--- src/rtl/pipe_skid_stage.sv ---
// pipe_skid_stage: generic inter-stage pipeline register with a valid/ready
// handshake. A two-entry skid buffer (main + skid) lets I_READY come straight
// from a flop while still sustaining one transfer per cycle.
module pipe_skid_stage #(
    parameter int DATA_W     = 101,
    parameter bit CLEAR_DATA = 1'b1
) (
    input  logic              CLK,
    input  logic              RST,
    input  logic              FLUSH,
    input  logic              I_VALID,
    output logic              I_READY,
    input  logic [DATA_W-1:0] I_DATA,
    output logic              O_VALID,
    input  logic              O_READY,
    output logic [DATA_W-1:0] O_DATA,
    output logic [1:0]        O_COUNT
);

    // Encoding equals the number of held entries so O_COUNT is the state itself.
    typedef enum logic [1:0] {
        EMPTY = 2'd0,
        ONE   = 2'd1,
        TWO   = 2'd2
    } state_t;

    state_t            state_q, state_d;
    logic [DATA_W-1:0] main_d_q, main_d_d;
    logic [DATA_W-1:0] skid_d_q, skid_d_d;

    logic accept;
    logic take;

    // Handshake qualifiers; both come from registered state (plus RST gating).
    always_comb begin
        accept = I_VALID && (state_q != TWO) && !RST;
        take   = (state_q != EMPTY) && O_READY;
    end

    // State and payload registers; RST/FLUSH handling lives in the next-state logic.
    always_ff @(posedge CLK) begin
        state_q  <= state_d;
        main_d_q <= main_d_d;
        skid_d_q <= skid_d_d;
    end

    // Next-state and payload steering; reset beats flush, flush beats any transfer.
    always_comb begin
        state_d  = state_q;
        main_d_d = main_d_q;
        skid_d_d = skid_d_q;
        if (RST || FLUSH) begin
            state_d = EMPTY;
            if (CLEAR_DATA) begin
                main_d_d = '0;
                skid_d_d = '0;
            end
        end else begin
            unique case (state_q)
                EMPTY: begin
                    if (accept) begin
                        main_d_d = I_DATA;
                        state_d  = ONE;
                    end
                end
                ONE: begin
                    if (accept && take) begin
                        main_d_d = I_DATA;
                    end else if (accept) begin
                        // Main is still waiting downstream, so park the new word behind it.
                        skid_d_d = I_DATA;
                        state_d  = TWO;
                    end else if (take) begin
                        state_d = EMPTY;
                    end
                end
                TWO: begin
                    // I_READY is low here, so only a drain can happen.
                    if (take) begin
                        main_d_d = skid_d_q;
                        state_d  = ONE;
                    end
                end
                default: begin
                    state_d = EMPTY;
                end
            endcase
        end
    end

    // Outputs are pure decodes of registered state; RST only gates I_READY.
    always_comb begin
        O_VALID = (state_q != EMPTY);
        O_DATA  = main_d_q;
        O_COUNT = state_q;
        I_READY = (state_q != TWO) && !RST;
    end

endmodule
--- config.mk ---
export PLATFORM = sky130hd
export DESIGN_NAME = pipe_skid_stage
export DESIGN_NICKNAME = d
export VERILOG_FILES = /design/src/rtl/pipe_skid_stage.sv
export SDC_FILE = /design/constraint.sdc
export NUM_CORES = 1
export LEC_CHECK = 0
export CORE_ASPECT_RATIO = 0.75
export CORE_MARGIN = 2
export CORE_UTILIZATION = 40
export CTS_BUF_LIST = sky130_fd_sc_hd__clkbuf_4 sky130_fd_sc_hd__clkbuf_8 sky130_fd_sc_hd__clkbuf_16
export DETAILED_ROUTE_END_ITERATION = 10
export PLACE_DENSITY = 0.76
export SLEW_MARGIN = 20
export SYNTH_ARGS = -nofsm -noshare
export SYNTH_HDL_FRONTEND = slang
export SYNTH_SLANG_ARGS = --single-unit
--- constraint.sdc ---
create_clock -name CLK -period 2.5 [get_ports CLK]
set_input_delay 0.25 -clock CLK [delete_from_list [all_inputs] [get_ports CLK]]
set_output_delay 0.25 -clock CLK [all_outputs]
set_load 0.05 [all_outputs]
==> impl_results.md, run 1 <==
* Placement Rows at 47
* Post-synthesis cell count at ~960
* Leading cell types by count after synthesis: dfxtp_1 (204), a21oi_1 (102), mux2i_1 (102)
* Unique masters post-synth at 27
* Asr flop ratio synth at 0%
* Max-slew violation count at 0
* CTS Sinks at 204
* Worst reg2reg startpoint: O_COUNT[1]
* Post-Place Cells at approximately 1.4k
* Full die area at 0.0238 mm2
* Final WL at 28,100 um
* GP Congestion at 0.759
* CTS H-tree lvls at 1
* Critical Path End Type: primary output
* Pin count of the biggest net entering global routing at 86
* WP buf/inv at 1
* Vert. Die Dim at 134 um
* Die Span X at around 180 um
* Starting Density at about two fifths
* Compound-gate portion of the synthesized area at between 20% and 30%
* Adder-cell share of the synthesized area at 0%
* Vias/cell at about 6.1
* Port Buffer Count at between 200 and 250
* Root buffer cell: clkbuf_16
* Hold Crit Class: in2reg
* Run status: completed
* Slowest stage cell, crit path: clkdlybuf4s50_1
* Antenna Cells at 0
* Worst path arrival time at 2080 ps
* WL per Instance at slightly above 20 um
* Total number of vias at 8,513
* Peak Freq at approximately 430 MHz
* Cell Pwr Density at ~620 mW/mm2
* Least-Margin Pin Slew at 911 ps
* Simple logic cell fraction of the synthesized area at 6.61%
* Critical path required time at between 2000 and 2500 ps
* Non-filler cells, final at 1,395
* Max-cap violations at 0
* Clk slew on worst S/H paths at 60 ps
* Post-DP HPWL at 16,900 um
* Critical Path Max Stage Delay at roughly 790 ps
* Clock Path Buffers at 3
* Number of synthesized flops with an enable pin at 0
* Number of synthesis warnings at 0
* Fin crit period at ~2300 ps
* Area leader, netlist: dfxtp_1
* Post-Route Setup TNS at 0 ps
* Min-Delay Startpoint: I_DATA[100]
* Sequential area share after synthesis at between 40 and 50%
* VDD IR max at 0.365 mV
* Initial antenna violation count at 2
* Filler cells at a little under 2k
* Lkg Pwr at 4.45 nW
* Global route overflow at 0
* Clock skew at 5.60 ps
* Final ANT Viol Nets at 0
* Synth area leaders: dfxtp_1 (45%), mux2i_1 (11%), a311oi_1 (9.8%), a211oi_1 (8.3%), a21oi_1 (5.7%)
* Share of the synthesized area in the top cell type at 45.2%
* Layout net count at 1,197
* Worst skew pair latency at ~500 ps
* Combinational family with the most area after synthesis: compound AO/OA/AOI/OAI gates
* Layout cells sized above 1 at under 10%
* Max_slew headroom at between 30% and 40%
* XOR/XNOR Fraction of Synth Area at 0%
* CTS tree: done
* Vias in the first global route at between 7k and 8k
* Top-count cell post-synth: dfxtp_1
* Final Hold Viols at 0
* Crit-path leading delay family: buffers and inverters
* Total GRT Usage at approximately 22%
* Mapped Area at between 0.009 and 0.01 mm2
* Unrepaired setup endpoints after global routing: no
* Number of synthesized register bits at 204
* Final setup vio count at 0
* Area grow syn2layout at 33.0%
* CP Class: reg2out
* Mux cell area share after synthesis at approximately 11%
* First-pass DRT Iterations at 6
* Synth Flop Type: dfxtp_1
* DRC viols at 0
* CTS Buf Count at 22
* Crit path from: O_COUNT[1]
* DR iter-0 viols at around 680
* Mapped Avg Cell Area at ~9.4 um2
* Fin crit share at 93.3%
* Sequence of cells on the critical path: or2_2 > clkdlybuf4s50_1
* IO Pins at around 210
* First-pass GRT wire length at roughly 44,000 um
* Area of the core at approximately 0.022 mm2
* Net Count, Synth at ~1.1k
* Crit Path Max Fanout at 27
* Startpoint types: flip-flop
[layout by cell type, fill, tap and decap left out, types with 2 or more instances in the layout]
cell	instances
a211oi_1	100
a21oi_1	102
a311oi_1	101
buf_12	14
buf_4	14
clkbuf_16	23
clkbuf_4	3
clkbuf_8	5
clkdlybuf4s50_1	209
clkinv_2	2
dfxtp_1	203
mux2i_1	102
nand2b_4	2
nand3_1	101
nor2_1	2
o21ai_0	101
[registers in the layout (all words and copies together) (netlist names)]
signal / cells
skid_d_q: 101
O_COUNT: 2
O_DATA: 101
[cell families after synthesis]
kind of cell,after synthesis
AO/OA/AOI/OAI,408
flip-flops,204
buffers and inverters,136
AND/OR/NAND/NOR,114
multiplexers,102
[report_power, final]
group / switching, mW / total (mW) / internal [mW] / leakage [nW]
Sequential: 0.0402 / 3.35 / 3.31 / 1.65
Clock: 1.28 / 3.12 / 1.84 / 0.341
Combinational: 0.547 / 0.962 / 0.415 / 2.46
Total: 1.87 / 7.44 / 5.57 / 4.45
[routing by layer]
metal  global-route usage, %  share of wire (%)  vias up
li1                        -                  -     3988
met5                       0              0.093        -
met4                    7.01                2.9        4
met1                    31.8                 45     4139
met2                    34.2                 46      329
met3                    3.74                6.4       53
[stage by stage]
| stage | setup WS (ps) | power, mW | instance area, um2 | util (%) | hold WS [ps] |
|---|---|---|---|---|---|
| after detailed placement | 325 | 4.38 | 11300 | 51.1 | 466 |
| final | 167 | 7.44 | 12000 | 54.3 | 345 |
| after global routing | 100 | 7.66 | 12000 | 54.3 | 355 |
| after floorplan | 223 | 3.95 | 9030 | - | 398 |
| after global placement | 430 | 4.37 | 11300 | 51.1 | 459 |
| after CTS | 3.26 | 7.50 | 12000 | 54.2 | 324 |
[cell type report]
cell class | instances | area (um2) | share of cell area [%]
Clock buffer | 31 | 667 | 5.55
Clock inverter | 3 | 17.5 | 0.146
Inverter | 1 | 8.76 | 0.0729
Multi-Input combinational cell | 624 | 4360 | 36.3
Sequential cell | 204 | 4090 | 34.0
Tap cell | 294 | 368 | 3.06
Timing Repair Buffer | 238 | 2500 | 20.8
[worst reg2reg max path: cells and delay by family, from the launching register on]
family / cells / cell delay (ps)
AO/OA/AOI/OAI: 2 / 560
flip-flops: 1 / 470
buffers and inverters: 2 / 1050
[path summary, 6_finish.rpt]
| check | to | slack (ps) | cells past startpoint |
|---|---|---|---|
| worst min register to register | skid_d_q[5] | 470 | 2 |
| worst min-delay path | skid_d_q[100] | 340 | 3 |
| worst max register to register | O_DATA[12] | 320 | 4 |
| worst max-delay path | O_VALID | 170 | 2 |
[repair_timing]
| item | in CTS | in global routing |
|---|---|---|
| hold buffers | 0 | 0 |
| endpoints found under the hold margin | 0 | 0 |
| setup endpoints to repair | 0 | 1 |
| resized for setup | 0 | 0 |
| buffers inserted | 0 | 1 |
Note: power is estimated with default switching activity, not from simulation.
==> run 2, diff against run 1 <==
ABC_CLOCK_PERIOD_IN_PS = 2500   (was not set)
PLACE_DENSITY = not set   (was 0.76)
PLACE_DENSITY_LB_ADDON = 0.3   (was not set)
SLEW_MARGIN = 25   (was 20)
==> run 2 against run 1 <==
  * Clock skew rose by 8.0 ps
  * Combinational power barely moved
  * Sequential share of layout area is 0.49 points lower
  * Die area is the same
  * Core utilization rose by 0.80 points
  * Via count fell by 0.85%
  * Critical path type unchanged
  * Largest cell class unchanged
  * Highest routed layer is now met4
==> impl_results.md, run 2 (synthesized netlist as in run 1, its figures left out) <==
* Run status: completed
* Register Area at a little over 0.004 mm2
* Global route overflow at 0
* Layout net count at roughly 1.2k
* Worst skew pair latency at around 500 ps
* Critical Path End Type: primary output
* Startpoint types: flip-flop
* GP Congestion at ~0.8
* DRT met1 WL at about 13,000 um
* Met2 wire len at between 10,000 and 15,000 um
* CP Class: reg2out
* Port Buffer Count at 210
* First-pass DRT Iterations at 5
* Initial antenna violation count at 2
* CTS resizes at 0
* Fin crit period at 2240 ps
* Multi-input combinational cell area at around 0.0044 mm2
* DR iter-0 viols at 860
* CTS tree: done
* Final ANT Viol Nets at 0
* Cell Pwr Density at between 600 and 700 mW/mm2
* Clock skew at between 10 and 15 ps
* Vert. Die Dim at 134 um
* Full die area at 0.0238 mm2
* Crit Path Max Fanout at 21
* Hold Crit Class: in2reg
* VDD IR max at between 0.4 and 0.5 mV
* First-pass GRT wire length at about 44,000 um
* Placement Rows at 47
* Post-CTS Setup Bufs at 0
* Lkg Pwr at about 4.5 nW
* DRC viols at 0
* Worst path arrival time at just under 2000 ps
* Root buffer cell: clkbuf_16
* Unrepaired setup endpoints after global routing: no
* Die Span X at around 180 um
* Final setup vio count at 0
* Area grow syn2layout at 35.0%
* Fin crit share at about nine tenths
* Least-Margin Pin Slew at between 600 and 700 ps
* Most common cell after layout, fill and taps aside: clkdlybuf4s50_1
* WL per Instance at about 20 um
* Clk slew on worst S/H paths at about 70 ps
* Final WL at approximately 28,000 um
* Post-DP HPWL at 16,500 um
* Post-Route Setup TNS at 0 ps
* Vias in the first global route at 7,942
* CTS H-tree lvls at 1
* Max-slew violation count at 0
* Vias/cell at roughly 6.0
* Filler cells at approximately 2.0k
* Starting Density at around two fifths
* Area of the core at approximately 0.022 mm2
* Uppermost layer routed: met4
* CTS Sinks at 204
* Final core utilization at a little under three fifths
* Pin count of the biggest net entering global routing at 89
* IO Pins at 211
* DR WL met3 at around 1900 um
* Most frequent cells in the layout: clkdlybuf4s50_1 (209), dfxtp_1 (203), mux2i_1 (102), a21oi_1 (102)
* CTS Buf Count at 22
* Total number of vias at between 8k and 9k
* Critical path required time at 2250 ps
* Layout cells sized above 1 at 7.58%
* Peak Freq at about 450 MHz
* Final Hold Viols at 0
* Clock Path Buffers at 3
* Total GRT Usage at between 20% and 30%
* CTS Hold Buffers Added at 0
* Max_slew headroom at just under 60%
* Max-cap violations at 0
-- run 2: cell count changes in the layout (fill, tap and decap cells not counted), sizes merged --
cell      delta
inv          +1
clkbuf       +1
diode        +1
buf          +2
clkinvlp     -1
bufinv       +4
-- run 2: power breakdown --
group	leakage, nW	switching [mW]	total [mW]	internal, mW
clock	0.407	1.34	3.63	2.28
combinational	2.49	0.547	0.964	0.418
sequential	1.65	0.0396	3.35	3.31
total	4.55	1.93	7.94	6.02
-- run 2: final cells by class --
| type | instances | area share [%] |
|---|---|---|
| sequential | 204 | 33.5 |
| tap | 294 | 3.02 |
| clock inverter | 7 | 1.14 |
| inverter | 1 | 0.0718 |
| clock buffer | 32 | 5.53 |
| timing repair buffer | 240 | 20.9 |
| multi-input combinational | 624 | 35.8 |
| antenna | 1 | 0.0205 |
-- run 2: worst max-delay path, stage by stage, from the launching register on --
cell             delay [ps]
dfxtp_4                 520
or2_2                   170
clkdlybuf4s50_1         790
-- run 2: metal layers --
metal,vias to the layer above,global-route usage [%]
met1,4121,32.5
met2,289,34.5
met5,-,0
met4,0,5.42
met3,34,4.17
li1,3997,-
-- run 2: metrics by stage --
stage | hold WS (ps) | total power [mW] | setup slack (ps) | cells | instance area (um2)
2_1_floorplan | 398 | 3.95 | 223 | 964 | 9030
3_3_place_gp | 458 | 4.38 | 442 | 1363 | 11400
3_5_place_dp | 465 | 4.39 | 398 | 1363 | 11400
4_1_cts | 327 | 8.00 | 243 | 1402 | 12200
5_1_grt | 353 | 8.19 | 212 | 1402 | 12200
6_report | 348 | 7.94 | 261 | 1403 | 12200
-- run 2: worst paths after layout --
path	startpoint	end	slack (ps)	depth (start not counted)
setup / recovery	O_COUNT[1]	O_VALID	260	2
hold reg to reg	skid_d_q[47]	skid_d_q[47]	470	2
hold / removal	I_DATA[100]	skid_d_q[100]	350	3
setup reg to reg	O_COUNT[0]	O_DATA[32]	700	5
==> run 3, diff against run 2 <==
ABC_CLOCK_PERIOD_IN_PS = 2700   (was 2500)
RECOVER_POWER = 100   (was not set)
clock period = 2.7 ns   (was 2.5 ns; I/O delays follow)
==> run 3 against run 2 <==
  * Sequential cell count did not move
  * Routed wire length fell by 1.0%
  * Worst setup slack got worse by 12 ps
  * Critical path type unchanged
  * Critical endpoint unchanged
  * Largest cell class unchanged
  * Largest power group unchanged
==> impl_results.md, run 3 (synthesized netlist as in run 1, its figures left out) <==
* Total number of vias at about 8.4k
* Starting Density at between 40% and 50%
* First-pass GRT wire length at roughly 43,000 um
* DR iter-0 viols at between 700 and 800
* Critical Path End Type: primary output
* WHS Path Cells at 3
* Max-slew violation count at 0
* Worst skew pair latency at approximately 500 ps
* IO Pins at ~210
* Port Buffer Count at 210
* Clock network power share at between 40% and 50%
* Slowest stage cell, crit path: dlygate4sd3_1
* CTS Sinks at between 200 and 250
* CTS Hold Buffers Added at 0
* Clock skew at between 15 and 20 ps
* Non-filler cells, final at 1,399
* Critical path required time at roughly 2400 ps
* Critical Path Max Stage Delay at 860 ps
* Placement Rows at between 40 and 50
* Final core utilization at 54.5%
* VDD IR max at approximately 0.34 mV
* Post-Route Setup TNS at 0 ps
* Crit Path Max Fanout at 36
* Post-place setup slack at between 500 and 600 ps
* CTS tree: done
* Post-Place Cells at around 1.4k
* Unrepaired setup endpoints after global routing: no
* Cell Pwr Density at 600 mW/mm2
* Vias/cell at between 5 and 6
* Worst r2r path cells at 3
* DRC viols at 0
* Final instance area at ~0.012 mm2
* Run status: completed
* Die Span X at 178 um
* First-pass DRT Iterations at 8
* Layout cells sized above 1 at 7.07%
* Min-Delay Startpoint: I_DATA[76]
* Vias in the first global route at ~7.8k
* Fin crit period at between 2000 and 2500 ps
* Seq pwr share at around 43%
* Most common cell after layout, fill and taps aside: dfxtp_1
* Max-cap violations at 0
* Full die area at approximately 0.024 mm2
* Vert. Die Dim at 134 um
* Pin count of the biggest net entering global routing at between 90 and 100
* Hold Crit Class: in2reg
* Area grow syn2layout at 33.4%
* Most frequent cells in the layout: dfxtp_1 (203), clkdlybuf4s50_1 (105), dlygate4sd3_1 (104)
* Crit path from: O_COUNT[1]
* P_sw at 1.79 mW
* Final WL at between 20,000 and 30,000 um
* Global route overflow at 0
* Fin crit share at 90.8%
* Worst path arrival time at 2180 ps
* Pint at approximately 5.4 mW
* Net Sw Frac at 24.8%
* Root buffer cell: clkbuf_16
* Area of the core at approximately 0.022 mm2
* Final setup vio count at 0
* CTS H-tree lvls at 1
* Post-DP HPWL at about 16,000 um
* Initial antenna violation count at 1
* Least-Margin Pin Slew at between 1000 and 1500 ps
* CTS Buf Count at 22
* Peak Freq at between 400 and 500 MHz
* WL per Instance at 19.8 um
* CTS resizes at 0
* Startpoint types: flip-flop
* Worst reg2reg startpoint: O_COUNT[1]
* Sequence of cells on the critical path: or2_2 > dlygate4sd3_1
* Total GRT Usage at a little over a fifth
* Max_slew headroom at roughly 1.9%
* Post-DP Area at ~0.011 mm2
* Final critical-path setup slack at between 200 and 250 ps
* Post-CTS Setup Bufs at 0
* Combinational share of power at a little under an eighth
* CP Class: reg2out
* GP Congestion at between 0.7 and 0.8
* Final ANT Viol Nets at 0
* Layout net count at about 1.2k
* Clock Path Buffers at 3
* Lkg Pwr at ~4.8 nW
* Final Hold Viols at 0
* Clk slew on worst S/H paths at roughly 60 ps
## run 3: layer usage
| metal | part of all wire, % | vias to the layer above | GRT usage [%] |
|---|---|---|---|
| met5 | 0 | - | 0 |
| met1 | 46 | 4103 | 31.1 |
| met4 | 1.7 | 0 | 4.46 |
| met2 | 46 | 279 | 35.1 |
| met3 | 6.2 | 32 | 3.83 |
| li1 | - | 3973 | - |
## run 3: area by class of cell
type | instances | area (um2)
Multi-Input combinational cell | 624 | 4350
Clock inverter | 9 | 139
Antenna cell | 1 | 2.50
Fill cell | 1980 | 10100
Inverter | 1 | 8.76
Timing Repair Buffer | 235 | 2430
Tap cell | 294 | 368
Sequential cell | 204 | 4090
Clock buffer | 31 | 662
## run 3: stage by stage
stage | hold slack, ps | total power, mW
after floorplan | 418 | 3.66
after global placement | 459 | 4.05
after detailed placement | 466 | 4.06
after CTS | 352 | 7.31
after global routing | 366 | 7.47
final | 376 | 7.23
## run 3: power groups by stage
stage / Sequential [mW] / Clock [mW] / Combinational [mW]
2_1_floorplan: 3.35 / 0 / 0.306
3_3_place_gp: 3.17 / 0 / 0.874
3_5_place_dp: 3.17 / 0 / 0.881
4_1_cts: 3.11 / 3.32 / 0.884
5_1_grt: 3.11 / 3.45 / 0.911
6_report: 3.11 / 3.26 / 0.863
## run 3: critical path, delay by kind of cell, from the launching register on
kind                   cells  cell delay, ps
buffers and inverters      1             860
DFF                        1             630
and+or+nand+nor            1             180
## run 3: path summary, 6_finish.rpt
kind         slack [ps]           end
max reg2reg         340  skid_d_q[50]
min                 380  skid_d_q[76]
max                 250       O_VALID
min reg2reg         470  skid_d_q[22]
